$ cat src/rtl/ring_pkg.sv
// Shared constants and seed helper for the ring/Johnson sequencer.
// Mode/direction encodings plus the reset/reload seed function.
package ring_pkg;

  localparam int RING_MAXW = 64;

  localparam logic RING_ONEHOT  = 1'b0;
  localparam logic RING_JOHNSON = 1'b1;

  localparam logic RING_UP   = 1'b0;
  localparam logic RING_DOWN = 1'b1;

  // Seed for a given mode: one-hot puts a single bit at init_pos,
  // Johnson starts from the all-zero code.
  function automatic logic [RING_MAXW-1:0] ring_seed(
    input logic        m,
    input int unsigned width,
    input int unsigned init_pos
  );
    logic [RING_MAXW-1:0] s;
    s = '0;
    if (m == RING_ONEHOT) begin
      if (init_pos < width)
        s[init_pos] = 1'b1;
      else
        s[0] = 1'b1;
    end
    return s;
  endfunction

endpackage

$ cat src/rtl/ring_legal_chk.sv
// Legality checker for the sequencer state.
// Ports: count (state), mode (0 one-hot, 1 Johnson) -> illegal.
module ring_legal_chk
  import ring_pkg::*;
#(
  parameter int WIDTH = 15
) (
  input  logic [WIDTH-1:0] count,
  input  logic             mode,
  output logic             illegal
);

  localparam int CW = $clog2(WIDTH + 1) + 1;

  logic [CW-1:0] ones;
  logic [CW-1:0] edges;

  // Population count and circular boundary count in one sweep.
  always_comb begin
    ones  = '0;
    edges = '0;
    for (int i = 0; i < WIDTH; i++) begin
      if (count[i])
        ones = ones + CW'(1);
      if (count[i] != count[(i + 1) % WIDTH])
        edges = edges + CW'(1);
    end
  end

  // A valid Johnson code is one circular run of ones:
  // no more than two boundaries around the ring.
  always_comb begin
    illegal = 1'b0;
    unique case (1'b1)
      (mode == RING_ONEHOT):  illegal = (ones != CW'(1));
      (mode == RING_JOHNSON): illegal = (edges > CW'(2));
    endcase
  end

endmodule

$ cat src/rtl/ring_sequencer.sv
// Parametrised one-hot ring / Johnson sequencer with load and wrap.
// Ports: clk, rst_n (sync, low), en, dir, mode, load, load_pos -> count, wrap, err.
// Build option: RING_SELF_CORRECT_EN adds illegal-state recovery and err.
module ring_sequencer
  import ring_pkg::*;
#(
  parameter  int WIDTH    = 15,
  parameter  int INIT_POS = WIDTH - 1,
  localparam int PW       = (WIDTH > 1) ? $clog2(WIDTH) : 1
) (
  input  logic             clk,
  input  logic             rst_n,
  input  logic             en,
  input  logic             dir,
  input  logic             mode,
  input  logic             load,
  input  logic [PW-1:0]    load_pos,
  output logic [WIDTH-1:0] count,
  output logic             wrap,
  output logic             err
);

  localparam logic [WIDTH-1:0] SEED_OH =
    WIDTH'(ring_seed(RING_ONEHOT, WIDTH, INIT_POS));
  localparam logic [WIDTH-1:0] SEED_JC =
    WIDTH'(ring_seed(RING_JOHNSON, WIDTH, INIT_POS));

  localparam logic [PW:0] LIM = (PW + 1)'(WIDTH);

`ifdef RING_SELF_CORRECT_EN
  localparam logic SC = 1'b1;
`else
  localparam logic SC = 1'b0;
`endif

  logic             mode_q;
  logic             mode_d;
  logic [WIDTH-1:0] count_d;
  logic             wrap_d;
  logic             err_d;
  logic             illegal;
  logic [WIDTH-1:0] step_nxt;
  logic             step_wrap;
  logic [WIDTH-1:0] load_val;
  logic             load_ok;
  logic [WIDTH-1:0] onehot_pos;

`ifdef RING_SELF_CORRECT_EN
  ring_legal_chk #(
    .WIDTH(WIDTH)
  ) u_chk (
    .count  (count),
    .mode   (mode_q),
    .illegal(illegal)
  );
`else
  assign illegal = 1'b0;
`endif

  function automatic logic [WIDTH-1:0] seed_of(input logic m);
    return (m == RING_JOHNSON) ? SEED_JC : SEED_OH;
  endfunction

  // Next value for a step. Wrap flags the value that closes a lap:
  // one-hot sees the end bit come around, Johnson returns to zero.
  always_comb begin
    step_nxt  = count;
    step_wrap = 1'b0;
    unique case ({mode_q, dir})
      {RING_ONEHOT, RING_UP}: begin
        step_nxt  = {count[WIDTH-2:0], count[WIDTH-1]};
        step_wrap = count[WIDTH-1];
      end
      {RING_ONEHOT, RING_DOWN}: begin
        step_nxt  = {count[0], count[WIDTH-1:1]};
        step_wrap = count[0];
      end
      {RING_JOHNSON, RING_UP}: begin
        step_nxt  = {count[WIDTH-2:0], ~count[WIDTH-1]};
        step_wrap = (step_nxt == '0);
      end
      {RING_JOHNSON, RING_DOWN}: begin
        step_nxt  = {~count[0], count[WIDTH-1:1]};
        step_wrap = (step_nxt == '0);
      end
    endcase
  end

  // Johnson load fills the lowest load_pos bits.
  always_comb begin
    load_ok    = ({1'b0, load_pos} < LIM);
    onehot_pos = WIDTH'(1) << load_pos;
    load_val   = onehot_pos;
    if (mode_q == RING_JOHNSON)
      load_val = onehot_pos - WIDTH'(1);
  end

  always_comb begin
    count_d = count;
    mode_d  = mode_q;
    wrap_d  = 1'b0;
    err_d   = 1'b0;
    if (mode != mode_q) begin
      count_d = seed_of(mode);
      mode_d  = mode;
    end else if (illegal) begin
      count_d = seed_of(mode_q);
      err_d   = 1'b1;
    end else if (load) begin
      if (load_ok)
        count_d = load_val;
      else
        err_d = SC;
    end else if (en) begin
      count_d = step_nxt;
      wrap_d  = step_wrap;
    end
  end

  always_ff @(posedge clk) begin
    if (!rst_n) begin
      count  <= seed_of(mode);
      mode_q <= mode;
      wrap   <= 1'b0;
      err    <= 1'b0;
    end else begin
      count  <= count_d;
      mode_q <= mode_d;
      wrap   <= wrap_d;
      err    <= err_d;
    end
  end

endmodule

$ cat config.mk
export PLATFORM = sky130hd
export DESIGN_NAME = ring_sequencer
export DESIGN_NICKNAME = d
export VERILOG_FILES = /design/src/rtl/ring_pkg.sv /design/src/rtl/ring_legal_chk.sv /design/src/rtl/ring_sequencer.sv
export SDC_FILE = /design/constraint.sdc
export NUM_CORES = 1
export LEC_CHECK = 0
export ABC_CLOCK_PERIOD_IN_PS = 4100
export BUFFER_PORTS_ARGS = -buffer_cell sky130_fd_sc_hd__buf_2
export CORE_UTILIZATION = 43
export CTS_CLUSTER_DIAMETER = 30
export DETAILED_ROUTE_END_ITERATION = 10
export GPL_TIMING_DRIVEN = 0
export PLACE_DENSITY = 0.62
export RECOVER_POWER = 100
export SYNTH_ARGS = -nofsm -noshare
export SYNTH_HDL_FRONTEND = slang
export SYNTH_SLANG_ARGS = --single-unit
$ cat constraint.sdc
create_clock -name clk -period 4.1 [get_ports clk]
set_clock_uncertainty 0.15 [all_clocks]
set_input_delay 0.82 -clock clk [delete_from_list [all_inputs] [get_ports clk]]
set_output_delay 0.82 -clock clk [all_outputs]
set_load 0.01 [all_outputs]
## After elaboration in Yosys (flattened, before gate mapping)

Cells that the tools add are included.

| storage, ports and cells | value |
|---|---|
| input bits | 10 |
| logic and storage cells | 33 |
| memories kept | 0 |
| output and inout bits | 17 |
| memory bits (read-only) | 0 |
| latch bits | 0 |
| register bits | 17 |
| bits in writable memories | 0 |

| operators by class | value |
|---|---|
| muxes and demuxes | 11 |
| bitwise operators | 4 |
| reduce and logical (&&, ||, !) cells | 5 |
| multiply operators | 0 |
| magnitude comparators | 1 |
| $add $sub $neg | 1 |
| shift operators | 1 |
| equal/unequal tests | 7 |
| div/mod/pow operators | 0 |

Operators with widths:

| cell | count |
|---|---|
| two-way mux 15 bit | 7 |
| case mux 15 bit (4 select lines) | 1 |
| logical NOT 15 bit | 2 |
| << shifter 1 x 4 -> 15 bit (first input constant) | 1 |
| subtractor 15 x 1 -> 15 bit (second input constant) | 1 |
| equality test 2 bit (second input constant) | 2 |
| < comparator 4 bit (second input constant) | 1 |
| != test 4 x 1 -> 1 bit (second input constant) | 1 |
| != test 4 x 2 -> 1 bit (second input constant) | 1 |
| NOT 1 bit | 4 |
| case mux 1 bit (4 select lines) | 1 |
| OR reduction 4 bit | 1 |
| equality test 2 x 1 -> 1 bit (second input constant) | 1 |
| logical NOT 2 bit | 1 |
| two-way mux 1 bit | 2 |
| != test 2 x 1 -> 1 bit (second input constant) | 1 |
| AND reduction 2 bit | 1 |
| != test 1 bit | 1 |

## Logic depth before layout (Yosys ltp)

| logic depth | value |
|---|---|
| depth in word-level cells | 7 |
| mapped depth | 9 |
| depth with buffers taken out | 7 |

## Worst setup path before layout

Ideal clock, no wire load.

| path | value |
|---|---|
| path kind | input port to flip-flop |
| from | in load_pos[2] |
| to | reg count[14] (data pin) |
| path buffers | 2 |
| setup time | 167 ps |
| stages on the path | 8 |
| slack | 1183 ps |
| required time | 3783 ps |
| arrival time | 2600 ps |
| path through | buf_6 -> or4_4 -> ha_1 -> and2_1 -> clkbuf_1 -> nor4_1 -> nor3_1 -> a211oi_1 |

| on the way | value |
|---|---|
| word-level cells in the longest chain between the ends | 7 |

Ends and longest elaborated chain:

| item | RTL line | source |
|---|---|---|
| from (decl) | ring_sequencer.sv:17 | `input logic [PW-1:0] load_pos,` |
| << shifter 1 x 4 -> 15 bit * | ring_sequencer.sv:92 | `onehot_pos = WIDTH'(1) << load_pos;` |
| subtractor 15 x 1 -> 15 bit | ring_sequencer.sv:95 | `load_val = onehot_pos - WIDTH'(1);` |
| two-way mux 15 bit * | ring_sequencer.sv:94 | `if (mode_q == RING_JOHNSON)` |
| two-way mux 15 bit * | ring_sequencer.sv:110 | `if (load_ok)` |
| two-way mux 15 bit * | ring_sequencer.sv:109 | `end else if (load) begin` |
| two-way mux 15 bit * | ring_sequencer.sv:103 | `if (mode != mode_q) begin` |
| two-way mux 15 bit * | ring_sequencer.sv:121 | `if (!rst_n) begin` |
| to (signal assigned) | ring_sequencer.sv:122 | `count <= seed_of(mode);` |
| to (signal assigned) | ring_sequencer.sv:127 | `count <= count_d;` |
| to (decl) | ring_sequencer.sv:18 | `output logic [WIDTH-1:0] count,` |

Every way passes the cells marked *; elsewhere a longest branch is shown, timed or not. The select of a mux whose other input is x is not followed.
A chain may end at the register's enable or synchronous reset.

## Worst setup path in the final report

| path | value |
|---|---|
| from | in load_pos[1] |
| to | reg count[14] (data pin) |

The elaborated chain is that of the path after synthesis.

==> run_results.csv <==
group,metric,value,unit
status,outcome,"completed",
placed_design,io_buffers,23,
finish,fin_nets,191,
synth,synth_flop_cell,"edfxtp_1",
worst_setup_path,cp_top_family,"simple AND/OR/NAND/NOR gates",
sta,setup_viol,0,
sta,relSlewSlack,55.1,%
worst_setup_path,path_buf_inv,2,
global_routing,grt_overflow,0,
sta,max_freq,339,MHz
global_routing,grt_pass1_vias,1179,
global_routing,grt_pass1_wl,5.95,mm
worst_setup_path,crit_end,"count[14]",
clocking,worstSkewPairLatency,290,ps
sta,post-route-period-util,72.0,%
synth,synth-seq-cells,17,
worst_setup_path,rrSetupSlack,2070,ps
finish,layout-drive-gt1-share,11.7,%
drt,wire_per_inst,16.1,µm
sta,finalMaxSlewViolations,0,
worst_setup_path,endpoint_kind,"flip-flop",
drt,via_count,1265,
drt,initialDrtViolationCount,43,
drt,postRouteAntennaNets,0,
clocking,cts.sinks,17,
drt,drc,0,
global_routing,antenna_found_initial,0,
clocking,numCtsBuffers,3,
placed_design,gp_congestion,0.844,
synth,netlist_area,0.00139,mm²
worst_setup_path,crit_cells,8,
placed_design,dp_cells,219,
worst_setup_path,arrival,2930,ps
pwr,power_density,297,mW/mm²
worst_setup_path,crit_path_max_fanout,7,
floorplan,die_h,58.9,µm
worst_setup_path,rr_endpoint,"count[8]",
worst_setup_path,cp-start-kind,"primary input",
pwr,leakage,0.541,nW
sta,fin_crit,2950,ps
worst_setup_path,cpMaxStageDelayCell,"or4_1",
clocking,path_clk_slew,110,ps
clocking,cts_setup_buffers,0,
clocking,clockBufferDepth,2,
worst_setup_path,timing.rr.start,"mode_q",
sta,worst_slew_pin_slew,674,ps
synth,synth_edf_count,16,
synth,synthesis.nets,163,
sta,setup_tns,0,ps
synth,async_flop_share,0,%
synth,yosysMostFrequentCell,"edfxtp_1",
worst_setup_path,startpoint,"load_pos[1]",
clocking,cts_resized,0,
floorplan,start_util,45.7,%
floorplan,fp.dieArea,0.00347,mm²
finish,syn_to_final_growth,11.9,%
synth,synthCells,152,
floorplan,fp.dieW,58.9,µm
clocking,cts_max_level,1,
synth,syn_area_per_cell,9.17,µm²
worst_setup_path,critPathMaxStageDelay,610,ps
sta,setup_ws,1150,ps
clocking,cts_root_buffer,"clkbuf_4",
drt,avgViaCountPerCell,5.67,
global_routing,grt_max_degree,16,
worst_setup_path,reg2reg_depth,4,
clocking,cts_tree,"built",
global_routing,track_usage,22.6,%
sta,rsz0062_at_grt,"no",
floorplan,rows,20,
clocking,cts_hold_buf,0,
worst_setup_path,crit_top_cell,"clkbuf_1",
placed_design,pre_cts_ws,931,ps
floorplan,core-area,0.00305,mm²
job,drv_cap,0,
finish,antenna_cells,0,
sta,finalHoldViolCount,0,
synth,synth_cell_type_count,42,
worst_setup_path,path_cells,"clkbuf_1, or4_1, ha_1, and2_1, clkbuf_1, nor4_1, nor3_1, a211oi_1",
floorplan,ios,27,
synth,seq_area_frac_synth,35.9,%
drt,routed_wl,3.60,mm
pwr,irDropWorstVdd,0.112,mV
worst_setup_path,required,4080,ps
worst_hold_path,hp-class,"flip-flop to flip-flop",
synth,synth_area_leaders,"edfxtp_1, a211oi_1, mux2i_1",
finish,final_cells,223,
synth,yosys.area.top_type,"edfxtp_1",
drt,first_pass_iters,4,
placed_design,dpl.hpwl,2.68,mm
pwr,power,464,µW
synth,synthTopCellsByCount,"edfxtp_1, a211oi_1, nor2_1, nor2b_1",
synth,synth.top_cell.area_share,34.5,%
synth,synth_warnings,0,
worst_setup_path,critical_path_class,"primary input to flip-flop",
registers in the layout, indices dropped and copies added (netlist names):
signal  cells
wrap        1
count      15
mode_q      1
cells in the final DEF, fill, tap and decap left out, types with 4 or more instances in the layout:
cell type and instances:
clkbuf_1 28, edfxtp_1 16, a211oi_1 13, nor2_1 12, buf_2 9, nor2b_1 9, nand2_1 8, nor3_1 8
mux2i_1 8, xnor2_1 5, a21oi_1 5, o22a_1 5, nor4_1 4, a311oi_1 4
routing by layer:
metal,vias up,share of wire (%),global-route usage [%]
li1,630,-,-
met1,583,49,33.2
met2,46,46,35.6
met3,6,4.1,1.32
met4,0,1.2,6.80
met5,-,0,0
worst min path at each step:
stage	from	depth (start not counted)	to
after floorplan	count[1]	3	wrap
after global placement	count[1]	3	wrap
after detailed placement	count[1]	3	wrap
after CTS	count[1]	3	wrap
after global routing	count[5]	3	wrap
final	count[1]	3	wrap
worst register-to-register path, stage by stage (launching register included):
cell and delay, ps:
edfxtp_1 370, buf_2 190, xnor2_1 160, nand2_1 220, a211o_1 590
cells by family after synthesis:
family,after synthesis,share of synthesized area [%]
simple gates,62,25.0
flops,17,35.9
compound gates,38,20.8
fa+ha+maj,1,0.898
mux,10,7.36
xor+xnor,5,3.14
other cells,1,0.269
buf+inv,18,6.64
stage by stage:
step	util (%)	hold slack, ps	instance area (µm²)
floorplan	-	476	1390
global placement	51.2	513	1560
detailed placement	51.2	514	1560
CTS	52.1	529	1590
global route	51.1	593	1560
finish	51.1	526	1560
final cells by class:
cell class	count	area (µm²)
plain buffers	17	85.1
clock buffers	3	22.5
clock inverters	1	5.00
fillers	329	1490
inverters	1	3.75
multi-input cells	117	797
flip-flops and latches	17	500
well taps	44	55.1
repair buffers	23	91.3
where the power goes:
part,switching [mW],internal (mW)
combinational,0.0840,0.0561
clock,0.0589,0.0362
sequential,0.0185,0.210
Note: power is estimated with default switching activity, not from simulation.
